**src/rtl/lvds_align_multi_pkg.sv**
```systemverilog
// Shared lane-state encoding, default comma patterns and counter sizing
// for the multi-lane LVDS word aligner.
package lvds_align_multi_pkg;

  typedef enum logic [2:0] {
    ST_IDLE   = 3'd0,
    ST_SETTLE = 3'd1,
    ST_CHECK  = 3'd2,
    ST_SLIP   = 3'd3,
    ST_LOCKED = 3'd4
  } lane_state_e;

  localparam logic [9:0] DEF_COMMA_P = 10'b01_0111_1100;
  localparam logic [9:0] DEF_COMMA_N = 10'b10_1000_0011;

  // Bits needed to hold the values 0..max_val, never less than one.
  function automatic int cnt_w(input int max_val);
    return (max_val < 32'sd2) ? 32'sd1 : $clog2(max_val + 32'sd1);
  endfunction

endpackage

```
**src/rtl/lvds_align_ch.sv**
```systemverilog
// Single-lane hunt engine: settle after start/slip, look for MATCH_CNT
// consecutive commas, otherwise request one bitslip and try again.
module lvds_align_ch
  import lvds_align_multi_pkg::*;
#(
  parameter int                DATA_W     = 10,
  parameter logic [DATA_W-1:0] COMMA_P    = DATA_W'(DEF_COMMA_P),
  parameter logic [DATA_W-1:0] COMMA_N    = DATA_W'(DEF_COMMA_N),
  parameter int                SETTLE_CYC = 10,
  parameter int                MATCH_CNT  = 3,
  parameter int                MAX_SLIP   = DATA_W,
  localparam int               SW         = cnt_w(MAX_SLIP)
) (
  input  logic              rx_clk,
  input  logic              rst_n,
  input  logic              i_enable,
  input  logic              i_realign,
  input  logic [DATA_W-1:0] i_data,
  output logic              o_bitslip,
  output logic              o_align_done,
  output logic              o_align_err,
  output logic [SW-1:0]     o_slip_cnt
);

  localparam int STW = cnt_w(SETTLE_CYC);
  localparam int MW  = cnt_w(MATCH_CNT);

  lane_state_e    r_state, w_state_nxt;
  logic [STW-1:0] r_settle_cnt, w_settle_nxt;
  logic [MW-1:0]  r_match_cnt, w_match_nxt;
  logic [SW-1:0]  r_slip_cnt, w_slip_nxt;
  logic           r_bitslip, r_align_done, r_align_err, w_err_nxt;
  logic           w_match;

  assign w_match = (i_data == COMMA_P) || (i_data == COMMA_N);

  // Next-state and counter updates; enable loss and realign override the hunt.
  always_comb begin
    w_state_nxt  = r_state;
    w_settle_nxt = r_settle_cnt;
    w_match_nxt  = r_match_cnt;
    w_slip_nxt   = r_slip_cnt;
    w_err_nxt    = r_align_err;
    if (!i_enable || i_realign) begin
      w_state_nxt  = ST_IDLE;
      w_settle_nxt = '0;
      w_match_nxt  = '0;
      w_slip_nxt   = '0;
      w_err_nxt    = 1'b0;
    end else begin
      case (r_state)
        ST_IDLE: begin
          w_state_nxt  = ST_SETTLE;
          w_settle_nxt = '0;
        end
        ST_SETTLE: begin
          if (r_settle_cnt == STW'(SETTLE_CYC - 1)) begin
            w_state_nxt = ST_CHECK;
            w_match_nxt = '0;
          end else begin
            w_settle_nxt = r_settle_cnt + 1'b1;
          end
        end
        ST_CHECK: begin
          if (w_match) begin
            if (r_match_cnt == MW'(MATCH_CNT - 1)) begin
              w_state_nxt = ST_LOCKED;
            end else begin
              w_match_nxt = r_match_cnt + 1'b1;
            end
          end else begin
            w_state_nxt = ST_SLIP;
            w_match_nxt = '0;
            // Hitting the slip limit flags the lane but keeps hunting.
            if (r_slip_cnt == SW'(MAX_SLIP - 1)) begin
              w_slip_nxt = '0;
              w_err_nxt  = 1'b1;
            end else begin
              w_slip_nxt = r_slip_cnt + 1'b1;
            end
          end
        end
        ST_SLIP: begin
          w_state_nxt  = ST_SETTLE;
          w_settle_nxt = '0;
        end
        ST_LOCKED: begin
          w_state_nxt = ST_LOCKED;
        end
        default: begin
          w_state_nxt = ST_IDLE;
        end
      endcase
    end
  end

  // State, counters and registered lane outputs.
  always_ff @(posedge rx_clk or negedge rst_n) begin
    if (!rst_n) begin
      r_state      <= ST_IDLE;
      r_settle_cnt <= '0;
      r_match_cnt  <= '0;
      r_slip_cnt   <= '0;
      r_align_err  <= 1'b0;
      r_bitslip    <= 1'b0;
      r_align_done <= 1'b0;
    end else begin
      r_state      <= w_state_nxt;
      r_settle_cnt <= w_settle_nxt;
      r_match_cnt  <= w_match_nxt;
      r_slip_cnt   <= w_slip_nxt;
      r_align_err  <= w_err_nxt;
      r_bitslip    <= (w_state_nxt == ST_SLIP);
      r_align_done <= (w_state_nxt == ST_LOCKED);
    end
  end

  assign o_bitslip    = r_bitslip;
  assign o_align_done = r_align_done;
  assign o_align_err  = r_align_err;
  assign o_slip_cnt   = r_slip_cnt;

endmodule

```
**src/rtl/lvds_align_multi.sv**
```systemverilog
// Multi-lane LVDS word aligner: one independent hunt engine per lane plus a
// registered all-lanes-locked summary.
module lvds_align_multi
  import lvds_align_multi_pkg::*;
#(
  parameter int                CH_NUM     = 4,
  parameter int                DATA_W     = 10,
  parameter logic [DATA_W-1:0] COMMA_P    = DATA_W'(DEF_COMMA_P),
  parameter logic [DATA_W-1:0] COMMA_N    = DATA_W'(DEF_COMMA_N),
  parameter int                SETTLE_CYC = 10,
  parameter int                MATCH_CNT  = 3,
  parameter int                MAX_SLIP   = DATA_W,
  localparam int               SW         = cnt_w(MAX_SLIP)
) (
  input  logic                     rx_clk,
  input  logic                     rst_n,
  input  logic                     data_cnt_done,
  input  logic                     realign,
  input  logic [CH_NUM*DATA_W-1:0] rx_data,
  output logic [CH_NUM-1:0]        bitslip,
  output logic [CH_NUM-1:0]        align_done,
  output logic                     all_align_done,
  output logic [CH_NUM-1:0]        align_err,
  output logic [CH_NUM*SW-1:0]     slip_cnt
);

  logic [CH_NUM-1:0] w_align_done;
  logic              r_all_align_done;

  for (genvar g = 0; g < CH_NUM; g++) begin : g_lane
    lvds_align_ch #(
      .DATA_W     (DATA_W),
      .COMMA_P    (COMMA_P),
      .COMMA_N    (COMMA_N),
      .SETTLE_CYC (SETTLE_CYC),
      .MATCH_CNT  (MATCH_CNT),
      .MAX_SLIP   (MAX_SLIP)
    ) u_ch (
      .rx_clk       (rx_clk),
      .rst_n        (rst_n),
      .i_enable     (data_cnt_done),
      .i_realign    (realign),
      .i_data       (rx_data[g*DATA_W +: DATA_W]),
      .o_bitslip    (bitslip[g]),
      .o_align_done (w_align_done[g]),
      .o_align_err  (align_err[g]),
      .o_slip_cnt   (slip_cnt[g*SW +: SW])
    );
  end

  // Summary lags lane locks by a cycle but drops together with them.
  always_ff @(posedge rx_clk or negedge rst_n) begin
    if (!rst_n) begin
      r_all_align_done <= 1'b0;
    end else if (!data_cnt_done || realign) begin
      r_all_align_done <= 1'b0;
    end else begin
      r_all_align_done <= &w_align_done;
    end
  end

  assign align_done     = w_align_done;
  assign all_align_done = r_all_align_done;

endmodule

```
**config.mk**
```make
export PLATFORM = sky130hd
export DESIGN_NAME = lvds_align_multi
export DESIGN_NICKNAME = d
export VERILOG_FILES = /design/src/rtl/lvds_align_multi_pkg.sv /design/src/rtl/lvds_align_ch.sv /design/src/rtl/lvds_align_multi.sv
export SDC_FILE = /design/constraint.sdc
export NUM_CORES = 1
export LEC_CHECK = 0
export BUFFER_PORTS_ARGS = -buffer_cell sky130_fd_sc_hd__buf_2
export CAP_MARGIN = 20
export CORE_MARGIN = 2
export CORE_UTILIZATION = 50
export DETAILED_ROUTE_END_ITERATION = 7
export HOLD_SLACK_MARGIN = 0.05
export PLACE_DENSITY = 0.74
export SYNTH_ARGS = -nofsm -noshare
export SYNTH_HDL_FRONTEND = slang
export SYNTH_SLANG_ARGS = --single-unit
```
**constraint.sdc**
```tcl
create_clock -name rx_clk -period 1.4 [get_ports rx_clk]
set_input_delay 0.14 -clock rx_clk [delete_from_list [all_inputs] [get_ports rx_clk]]
set_output_delay 0.14 -clock rx_clk [all_outputs]
set_load 0.05 [all_outputs]
```
# == Word level (Yosys, flattened, before mapping) ==
# Index checks and enable logic that the tools add are counted.
# word_totals
register_bits,65
inputBits,44
output_inout_bits,29
elab_cells,233
# classes
add_sub_neg,12
eq_ne,60
n_mux,85
reduce_logical,47
# op_table
cell,count
$mux W4,24
$mux W3,16
$pmux W3 S4,4
$eq A10 B10 Y1 const B,4
$eq A10 B9 Y1 const B,4
$eq A3 B2 Y1 const B,12
$add A4 B1 Y4 const B,8
$eq A4 B4 Y1 const B,8
$mux W2,16
$pmux W4 S2,4
$eq A3 B3 Y1 const B,8
$reduce_and A3 Y1,8
$reduce_bool A3 Y1,8
$mux W1,17
$ne A4 B4 Y1 const B,4
$pmux W2 S2,4
$reduce_and A2 Y1,8
$reduce_bool A2 Y1,8
$eq A3 B1 Y1 const B,4
$logic_not A3 Y1,4
$ne A3 B2 Y1 const B,4
$ne A3 B3 Y1 const B,4
$add A2 B1 Y2 const B,4
$eq A2 B2 Y1 const B,4
5 further kinds,15

# == Depth between registers and ports, before layout ==
# Gate-level depths: netlist of run 1.
# logic_depth
ltp_word,6
mapped_depth,7
depth_no_buf,7

# == Modules after synthesis ==
# Synthesis of run 1 repeated with hierarchy kept, for this count alone.
# unflattened
hier_cells,391
hier_area_um2,3752.3
# modules_own_cells
module,n_inst,cells_each,area_each_um2,seq_area_each_um2
lvds_align_ch at g_lane[2].u_ch ...,2,97,924.6,400.4
lvds_align_ch at g_lane[1].u_ch,1,96,930.9,400.4
lvds_align_ch at g_lane[0].u_ch,1,98,928.4,400.4
lvds_align_multi,1,3,43.8,25.0

# == Least setup slack after synthesis of run 1 ==
# Ideal clock, no wire load.
# synth_timing
kind,register -> register
from,register g_lane[0].u_ch.r_slip_cnt[1]
to,register g_lane[0].u_ch.r_slip_cnt[2]
setup_ps,78
arrival_time_ps,1590
t_required_ps,1322
setup_slack_ps,-269
path_stages_with_launch,7
n_path_buf,0
synth_period_minus_slack_ps,1669
cell_sequence,dfrtp_1 -> inv_1 -> ha_1 -> nand2_1 -> nor2_1 -> or4_1 -> a21oi_1
# synth_between
elab_chain_len,5
word_cells_on_any_way,6
cone_classes,1 x add/sub; 1 x eq/ne; 4 x mux
# synth_lines
item,line,source
from (decl),lvds_align_ch.sv:31,"logic [SW-1:0] r_slip_cnt, w_slip_nxt;"
from (signal assigned),lvds_align_ch.sv:111,r_slip_cnt <= w_slip_nxt;
$add A4 B1 Y4 / $eq A4 B4 Y1 (equally long branches),"lvds_align_ch.sv:79, lvds_align_ch.sv:75",
$mux W4 *,lvds_align_ch.sv:75,if (r_slip_cnt == SW'(MAX_SLIP - 1)) begin
$mux W4 *,lvds_align_ch.sv:65,if (w_match) begin
$mux W4 *,lvds_align_ch.sv:51,case (r_state)
$mux W4 *,lvds_align_ch.sv:44,if (!i_enable || i_realign) begin
# Every way passes the cells marked *; elsewhere a longest branch is shown, timed or not. The select of a mux whose other input is x is not followed.
# A chain may end at the register's enable or synchronous reset.

# == Worst setup path after layout of run 1 ==
# layout_timing
from,register g_lane[1].u_ch.r_state[0]
to,register g_lane[1].u_ch.r_slip_cnt[2]
# layout_between
elab_chain_len,3
# layout_lines
item,line,source
from (decl),lvds_align_ch.sv:28,"lane_state_e r_state, w_state_nxt;"
from (signal assigned),lvds_align_ch.sv:108,r_state <= w_state_nxt;
$eq A3 B2 Y1,lvds_align_ch.sv:51,
$reduce_bool A2 Y1 (no line),n/a,
$reduce_and A2 Y1 (no line),n/a,
to (signal assigned),lvds_align_ch.sv:111,
to (decl),lvds_align_ch.sv:31,
# No other way between the ends.

==> results.txt, run 1 <==
* Relative max-transition margin: 73.7%
* Clock tree from TritonCTS: yes
* Detailed-placement wirelength estimate: 5850 um
- Worst reg2reg setup slack: -50 ps
- After global routing the overflow that remains totals 0.
* Net switching power: 0.902 mW
* Critical path type: reg2reg
* RR Endpoint: g_lane[1].u_ch.o_slip_cnt[2]$_DFFE_PN0P_
- Clock Power Share: 47.1%
* Critical path data required time: 1680 ps
- Antenna Cells: 0
* Number of warning messages in the yosys log: 0
* Run status: finished, violations left
- For this run, the leading register cell type out of synthesis is sky130_fd_sc_hd__dfrtp_1.
* Number of rows created at floorplan: 31
- Path class of the lowest-slack min-delay path: in2reg
* Max-slew violation total from the final report: 0
- After detailed routing, the total wire length is 9240 um.
* EDFF count, synth: 0
* Proportion of layout cells with a drive suffix above 1: 46.2%
* Critical Path End Type: flip-flop
* Switching part of the total: 21.7%
- Area added between synthesis and finish: 40.4%
* Worst setup margin: -45.3 ps
- The worst hold path terminates at g_lane[2].u_ch.r_state[1]$_DFF_PN0_.
- The first detailed-routing pass ran for 4 iterations.
* Starting density of the core: 51.6%
- DRC errors left: 0
- The average instance in the mapped netlist occupies 9.55 um^2.
- At the end of the flow, the number of nets in the layout was 585.
- Summing every instance area after synthesis gives 0.00374 mm^2.
* Avg Vias per Cell: 5.57
- The root buffer cell chosen for the clock tree is sky130_fd_sc_hd__clkbuf_8.
- In this run the number of H-tree levels came out at 3.
* Pwr per Cell Area: 792 mW/mm^2
- Vias in the first global route: 3438
- The final route contains 3484 vias.
- The first global-routing pass estimated 14900 um of wire.
- Clock transition time at the flip-flop clock pins of the worst setup and hold paths: 70 ps
- Cell taking the most area after synthesis: sky130_fd_sc_hd__dfrtp_1
* Vert. Die Dim: 90.5 um
- VDD sags by at most 0.491 mV.
- Insertion delay to the later sink of the worst-skew pair: 340 ps
- Min-Delay Path Depth: 4
- Hold wc startpoint: realign
* Number of max-cap violations: 0
* Count of cells along the worst register-to-register path: 5
- Static timing analysis puts the maximum clock frequency at 692 MHz.
* Total global routing track utilization: 22.0%
* Final critical delay including setup and external delays: 1450 ps
- Data on the critical path arrives at its endpoint at 1720 ps.
- Chip width: 90.5 um
- Crit share post-route: 103%
- The design draws 4.16 mW.
- Relative contribution of sequential cells to total power: 45.4%
* Commonest non-fill, non-tap cells in the layout: sky130_fd_sc_hd__buf_2, sky130_fd_sc_hd__buf_4, sky130_fd_sc_hd__dfrtp_1
* Register area share after synthesis: 43.5%
- Wire length per cell: 14.8 um
- TritonCTS buffer count: 9
- The internal power of the cells totals 3.26 mW.
* Number of port buffers: 72
* Deepest clock path buffer count: 2
* Synth top area cells: sky130_fd_sc_hd__dfrtp_1, sky130_fd_sc_hd__ha_1, sky130_fd_sc_hd__nand2_1
* Remaining antenna violation count: 0
* Final setup violation count: 10
* Area enclosed by the die boundary: 0.00819 mm^2
- Pin count of the biggest net entering global routing: 66
* TritonCTS sink count: 65
- Post-route setup TNS: -240 ps
- For the final database, setup skew stands at 10.2 ps.
* Number of synthesized register bits: 65
* Async set or reset register ratio after synthesis: 100%
- Fillcell total: 522
- For the pin with the worst max-slew slack, the measured transition is 394 ps.
* Number of different library cells in the post-synthesis netlist: 53
- Core box area: 0.00725 mm^2
- The share of total power dissipated in combinational logic is 7.4%.
* Gate Count Post-Synth: 392
- Leaving out fill and tap cells, the most frequent cell in the layout is sky130_fd_sc_hd__buf_2.
- STA classifies the critical path startpoint as a flip-flop.
* Antenna violations before repair: 0
- In this run the critical register-to-register path is launched from g_lane[1].u_ch.r_state[0]$_DFF_PN0_.
- Crit Path Max Fanout: 3
* Leakage: 2.35 nW
* Number of top-level pins: 73
- The number of hold-slack violations in the final timing report is 0.
- Of the post-synthesis cell area, the dominant cell type holds 43.5%.
- Violations in the final reports: negative setup slack
- RSZ-0062 raised after global routing: yes
- Routability Congestion: 0.826
- The number of nets handed over by synthesis was 456.
* Drt initial violations: 166
## worst max-delay path by stage
stage | cells past startpoint | slack [ps] | start | endpoint
after floorplan | 6 | -90 | g_lane[0].u_ch.o_slip_cnt[1]$_DFFE_PN0P_ | g_lane[0].u_ch.o_slip_cnt[2]$_DFFE_PN0P_
after global placement | 7 | -60 | g_lane[2].u_ch.r_settle_cnt[1]$_DFFE_PN0P_ | g_lane[2].u_ch.r_match_cnt[1]$_DFFE_PN0P_
after detailed placement | 7 | -150 | g_lane[2].u_ch.r_settle_cnt[1]$_DFFE_PN0P_ | g_lane[2].u_ch.r_match_cnt[1]$_DFFE_PN0P_
after CTS | 6 | -20 | g_lane[1].u_ch.r_settle_cnt[1]$_DFFE_PN0P_ | g_lane[1].u_ch.r_match_cnt[0]$_DFFE_PN0P_
after global routing | 7 | -120 | g_lane[2].u_ch.r_settle_cnt[1]$_DFFE_PN0P_ | g_lane[2].u_ch.r_match_cnt[1]$_DFFE_PN0P_
final | 5 | -50 | g_lane[1].u_ch.r_state[0]$_DFF_PN0_ | g_lane[1].u_ch.o_slip_cnt[2]$_DFFE_PN0P_
## cells by family (layout without fill, tap and decap cells)
logic type | Yosys count | after routing | share of synthesized area, %
xor gates and xnor gates | 9 | 9 | 2.11
DFF | 65 | 65 | 43.5
buffers and inverters | 45 | 179 | 5.78
adders and majority gates | 20 | 20 | 6.69
muxes | 2 | 2 | 0.535
AOI/OAI and AO/OA | 84 | 84 | 14.6
and+or+nand+nor | 167 | 167 | 26.8
## power groups by stage
stage                     clock [mW]  sequential [mW]  combinational [mW]
final                           1.96             1.89               0.310
after global routing            2.10             1.89               0.340
after CTS                       1.98             1.89               0.291
after detailed placement           0             1.93               0.277
after global placement             0             1.93               0.269
after floorplan                    0             1.93              0.0969
## metrics by stage
stage	cell area, um^2	hold slack [ps]	util (%)	cells	worst slack, ps
after CTS	4980	250	68.7	615	-24.6
after global placement	4500	186	62.0	583	-64.1
after floorplan	3800	-156	-	392	-93.8
after detailed placement	4500	187	62.0	583	-148
final	5250	262	72.4	625	-45.3
after global routing	5250	268	72.4	625	-123
## cell type report
| type | count | area [um^2] | share of cell area [%] |
|---|---|---|---|
| timing repair buffer | 141 | 932 | 17.7 |
| multi-input combinational | 282 | 2230 | 42.5 |
| clock buffer | 11 | 141 | 2.69 |
| inverter | 22 | 82.6 | 1.57 |
| tap | 99 | 124 | 2.36 |
| sequential | 65 | 1640 | 31.2 |
| clock inverter | 5 | 103 | 1.95 |
## state kept, by name, summed over array words and instances (netlist names)
| register | flops |
|---|---|
| g_lane.u_ch.o_slip_cnt | 16 |
| all_align_done | 1 |
| g_lane.u_ch.o_align_err | 4 |
| g_lane.u_ch.o_align_done | 4 |
| g_lane.u_ch.o_bitslip | 4 |
| g_lane.u_ch.r_settle_cnt | 16 |
| g_lane.u_ch.r_state | 12 |
| g_lane.u_ch.r_match_cnt | 8 |
## timing repair
action                     CTS  global route
pin swaps                   16            28
hold buffers                 1             0
resized for setup           27            53
hold endpoints to repair    65             0
setup buffers               15            10
setup endpoints to repair   23            38
gates cloned                 0             0
## synth_stat cells (6+ instances only)
| library cell | n |
|---|---|
| sky130_fd_sc_hd__inv_1 | 22 |
| sky130_fd_sc_hd__nand4_1 | 11 |
| sky130_fd_sc_hd__dfrtp_1 | 65 |
| sky130_fd_sc_hd__or3_1 | 10 |
| sky130_fd_sc_hd__nor4bb_1 | 12 |
| sky130_fd_sc_hd__nand2b_1 | 7 |
| sky130_fd_sc_hd__nand3_1 | 15 |
| sky130_fd_sc_hd__buf_4 | 12 |
| sky130_fd_sc_hd__nor2b_1 | 7 |
| sky130_fd_sc_hd__clkbuf_1 | 8 |
| sky130_fd_sc_hd__o211ai_1 | 6 |
| sky130_fd_sc_hd__nor4_1 | 6 |
| sky130_fd_sc_hd__a21oi_1 | 24 |
| sky130_fd_sc_hd__o21ai_0 | 15 |
| sky130_fd_sc_hd__a211oi_1 | 9 |
| sky130_fd_sc_hd__ha_1 | 20 |
| sky130_fd_sc_hd__nor2_1 | 33 |
| sky130_fd_sc_hd__nand2_1 | 34 |
## worst max-delay path, cell delays in order, from the launching register on
cell                       delay (ps)
sky130_fd_sc_hd__dfrtp_1          380
sky130_fd_sc_hd__nand2b_4         150
sky130_fd_sc_hd__nor2_4           110
sky130_fd_sc_hd__nand3_4           90
sky130_fd_sc_hd__or4_4            500
sky130_fd_sc_hd__a21oi_2          150
## per-layer routing
layer	GRT usage (%)	vias to the layer above	share of wire, %
met5	0	-	0
met4	8.72	0	2.0
met3	4.67	19	3.8
met2	39.1	88	53
met1	26.0	1705	41
li1	-	1672	-
Power figures use the tool's default switching activity.
==> run 2: changes to the inputs <==
- RECOVER_POWER: default -> 100
==> results.txt, run 2 (synthesis results as in run 1) <==
- TritonCTS created 9 clock buffers.
* RR Endpoint: g_lane[3].u_ch.o_slip_cnt[3]$_DFFE_PN0P_
- Detailed routing inserted a total of 3501 vias.
* F_max: 690 MHz
- In the final routed layout, each cell accounts on average for 14.8 um.
- In this run the tightest slew margin relative to its limit is 40.6%.
* Critical Path End Type: flip-flop
- Final critical delay including setup and external delays: 1450 ps
- Across the routed clock network, the largest skew measured is 9.67 ps.
- The run finished, with violations left.
- Min-Delay Path Depth: 4
* Antenna violations before repair: 0
- Final count of hold timing violations: 0
- Remaining antenna violation count: 0
* Commonest non-fill, non-tap cell in the layout: sky130_fd_sc_hd__dfrtp_1
- Routability Congestion: 0.826
- The worst path uses 104% of the clock period.
- First-pass GRT wire length: 14900 um
- The final reports fail on negative setup slack.
* Total global routing track utilization: 22.0%
- The HPWL after detailed placement is 5850 um.
- The startpoint identified for the worst register-to-register timing path is g_lane[3].u_ch.o_slip_cnt[1]$_DFFE_PN0P_.
* Leakage: 2.30 nW
- The worst setup path is launched from a flip-flop.
* Pwr per Cell Area: 800 mW/mm^2
- The initial utilization of the core area, before any placement, comes to 51.6%.
- In this run the count of I/O pins placed on the die edge is 73.
- The path with the worst hold slack has its endpoint at g_lane[2].u_ch.r_state[1]$_DFF_PN0_.
- Congestion Overflow GR: 0
* Multi-input logic area: 0.00222 mm^2
* Final Routed Wirelength: 9270 um
- In this run the most critical hold path is launched from realign.
- Insertion delay to the later sink of the worst-skew pair: 340 ps
- Critical path type: reg2reg
- For this run, the slowest stage of the critical path takes 430 ps.
- Worst-Margin Slew: 891 ps
* Count of cells along the worst register-to-register path: 7
- After detailed routing, the number of vias per cell comes to 5.60.
* Final cell count without fillers: 625
- Proportion of layout cells with a drive suffix above 1: 45.1%
* Chip width: 90.5 um
- Worst-case vdd ir drop: 0.492 mV
- Path class of the lowest-slack min-delay path: in2reg
- Pin count of the biggest net entering global routing: 66
- Clock transition time at the flip-flop clock pins of the worst setup and hold paths: 70 ps
- Across all setup checks in the final design, the least slack found is -50.2 ps.
- Critical Path, Cell by Cell: inv_2, ha_2, nand2_2, nor2_1, nor2b_1, o21ai_1, a21oi_2
- Number of H-tree branching levels: 3
- The number of slew-limit violations in the final report came to 0.
- Area enclosed by the die boundary: 0.00819 mm^2
- Vias in the first global route: 3438
* Worst reg2reg setup slack: -50 ps
- Number of iterations in the first detailed-routing pass: 4
* Cell with the largest stage delay on the worst path: sky130_fd_sc_hd__dfrtp_2
- At the worst endpoint, the arrival time is 1680 ps.
* Drt initial violations: 176
* RSZ-0062 raised after global routing: yes
- Across the whole layout, storage elements account for 0.00164 mm^2.
- Final setup violation count: 11
* Vert. Die Dim: 90.5 um
* Critical path data required time: 1630 ps
- Cell at the root of the clock tree: sky130_fd_sc_hd__clkbuf_8
* Worst slack at placement: -148 ps
* Deepest clock path buffer count: 2
* Fillcell total: 534
* TritonCTS sink count: 65
* Number of rows created at floorplan: 31
* Overall power consumption: 4.16 mW
* Commonest non-fill, non-tap cells in the layout: sky130_fd_sc_hd__dfrtp_1, sky130_fd_sc_hd__buf_4, sky130_fd_sc_hd__buf_2
- Area added between synthesis and finish: 39.0%
* Number of placed instances with taps included: 583
* DRC errors left: 0
- Post-layout net count: 585
- TritonCTS built the clock tree.
* Number of max-cap violations: 0
- Number of port buffers: 72
- Antenna Cells: 0
- Core box area: 0.00725 mm^2
* Crit Path Max Fanout: 5
run 2: per-stage QoR:
stage	TNS [ps]	utilization [%]	cell area, um^2	hold slack, ps
after floorplan	-350	-	3800	-156
after global placement	-266	62.0	4500	186
after detailed placement	-1250	62.0	4500	187
after CTS	-93.3	68.7	4980	250
after global routing	-2020	71.7	5200	268
final	-298	71.7	5200	261
run 2: final cells by class:
class,instances,area share (%)
tap,99,2.38
inverter,22,1.59
multi-input combinational,282,42.7
sequential,65,31.5
timing repair buffer,141,17.2
clock inverter,5,1.97
clock buffer,11,2.72
run 2: timing repair:
| action | 4_1_cts | 5_1_grt |
|---|---|---|
| pin swaps | 16 | 28 |
| setup endpoints to repair | 23 | 38 |
| hold endpoints to repair | 65 | 0 |
| resized for setup | 27 | 53 |
| hold buffers | 1 | 0 |
| buffers inserted | 15 | 10 |
run 2: critical path: cells and delay by family, from the launching register on:
family	cells	cell delay, ps
buffers and inverters	1	50
adder cells (fa/ha/maj)	1	160
flip-flops	1	430
AO/OA/AOI/OAI	2	230
AND/OR/NAND/NOR	3	470
run 2: power by group:
part	switching (mW)	internal [mW]
sequential	0.00572	1.88
clock	0.739	1.23
combinational	0.164	0.138
run 2: metal layers:
| layer | GRT usage, % | vias to the layer above | part of all wire, % | wire, um |
|---|---|---|---|---|
| met5 | 0 | - | 0 | 0 |
| met4 | 8.72 | 0 | 2.0 | 184 |
| met3 | 4.67 | 19 | 3.7 | 342 |
| met2 | 39.1 | 92 | 53 | 4900 |
| met1 | 26.0 | 1709 | 41 | 3850 |
| li1 | - | 1681 | - | - |
run 2: worst max path at each step:
stage | depth (start not counted) | endpoint | start
after CTS | 6 | g_lane[1].u_ch.r_match_cnt[0]$_DFFE_PN0P_ | g_lane[1].u_ch.r_settle_cnt[1]$_DFFE_PN0P_
after global placement | 7 | g_lane[2].u_ch.r_match_cnt[1]$_DFFE_PN0P_ | g_lane[2].u_ch.r_settle_cnt[1]$_DFFE_PN0P_
final | 7 | g_lane[3].u_ch.o_slip_cnt[3]$_DFFE_PN0P_ | g_lane[3].u_ch.o_slip_cnt[1]$_DFFE_PN0P_
after global routing | 7 | g_lane[3].u_ch.o_slip_cnt[3]$_DFFE_PN0P_ | g_lane[3].u_ch.o_slip_cnt[1]$_DFFE_PN0P_
after floorplan | 6 | g_lane[0].u_ch.o_slip_cnt[2]$_DFFE_PN0P_ | g_lane[0].u_ch.o_slip_cnt[1]$_DFFE_PN0P_
after detailed placement | 7 | g_lane[2].u_ch.r_match_cnt[1]$_DFFE_PN0P_ | g_lane[2].u_ch.r_settle_cnt[1]$_DFFE_PN0P_
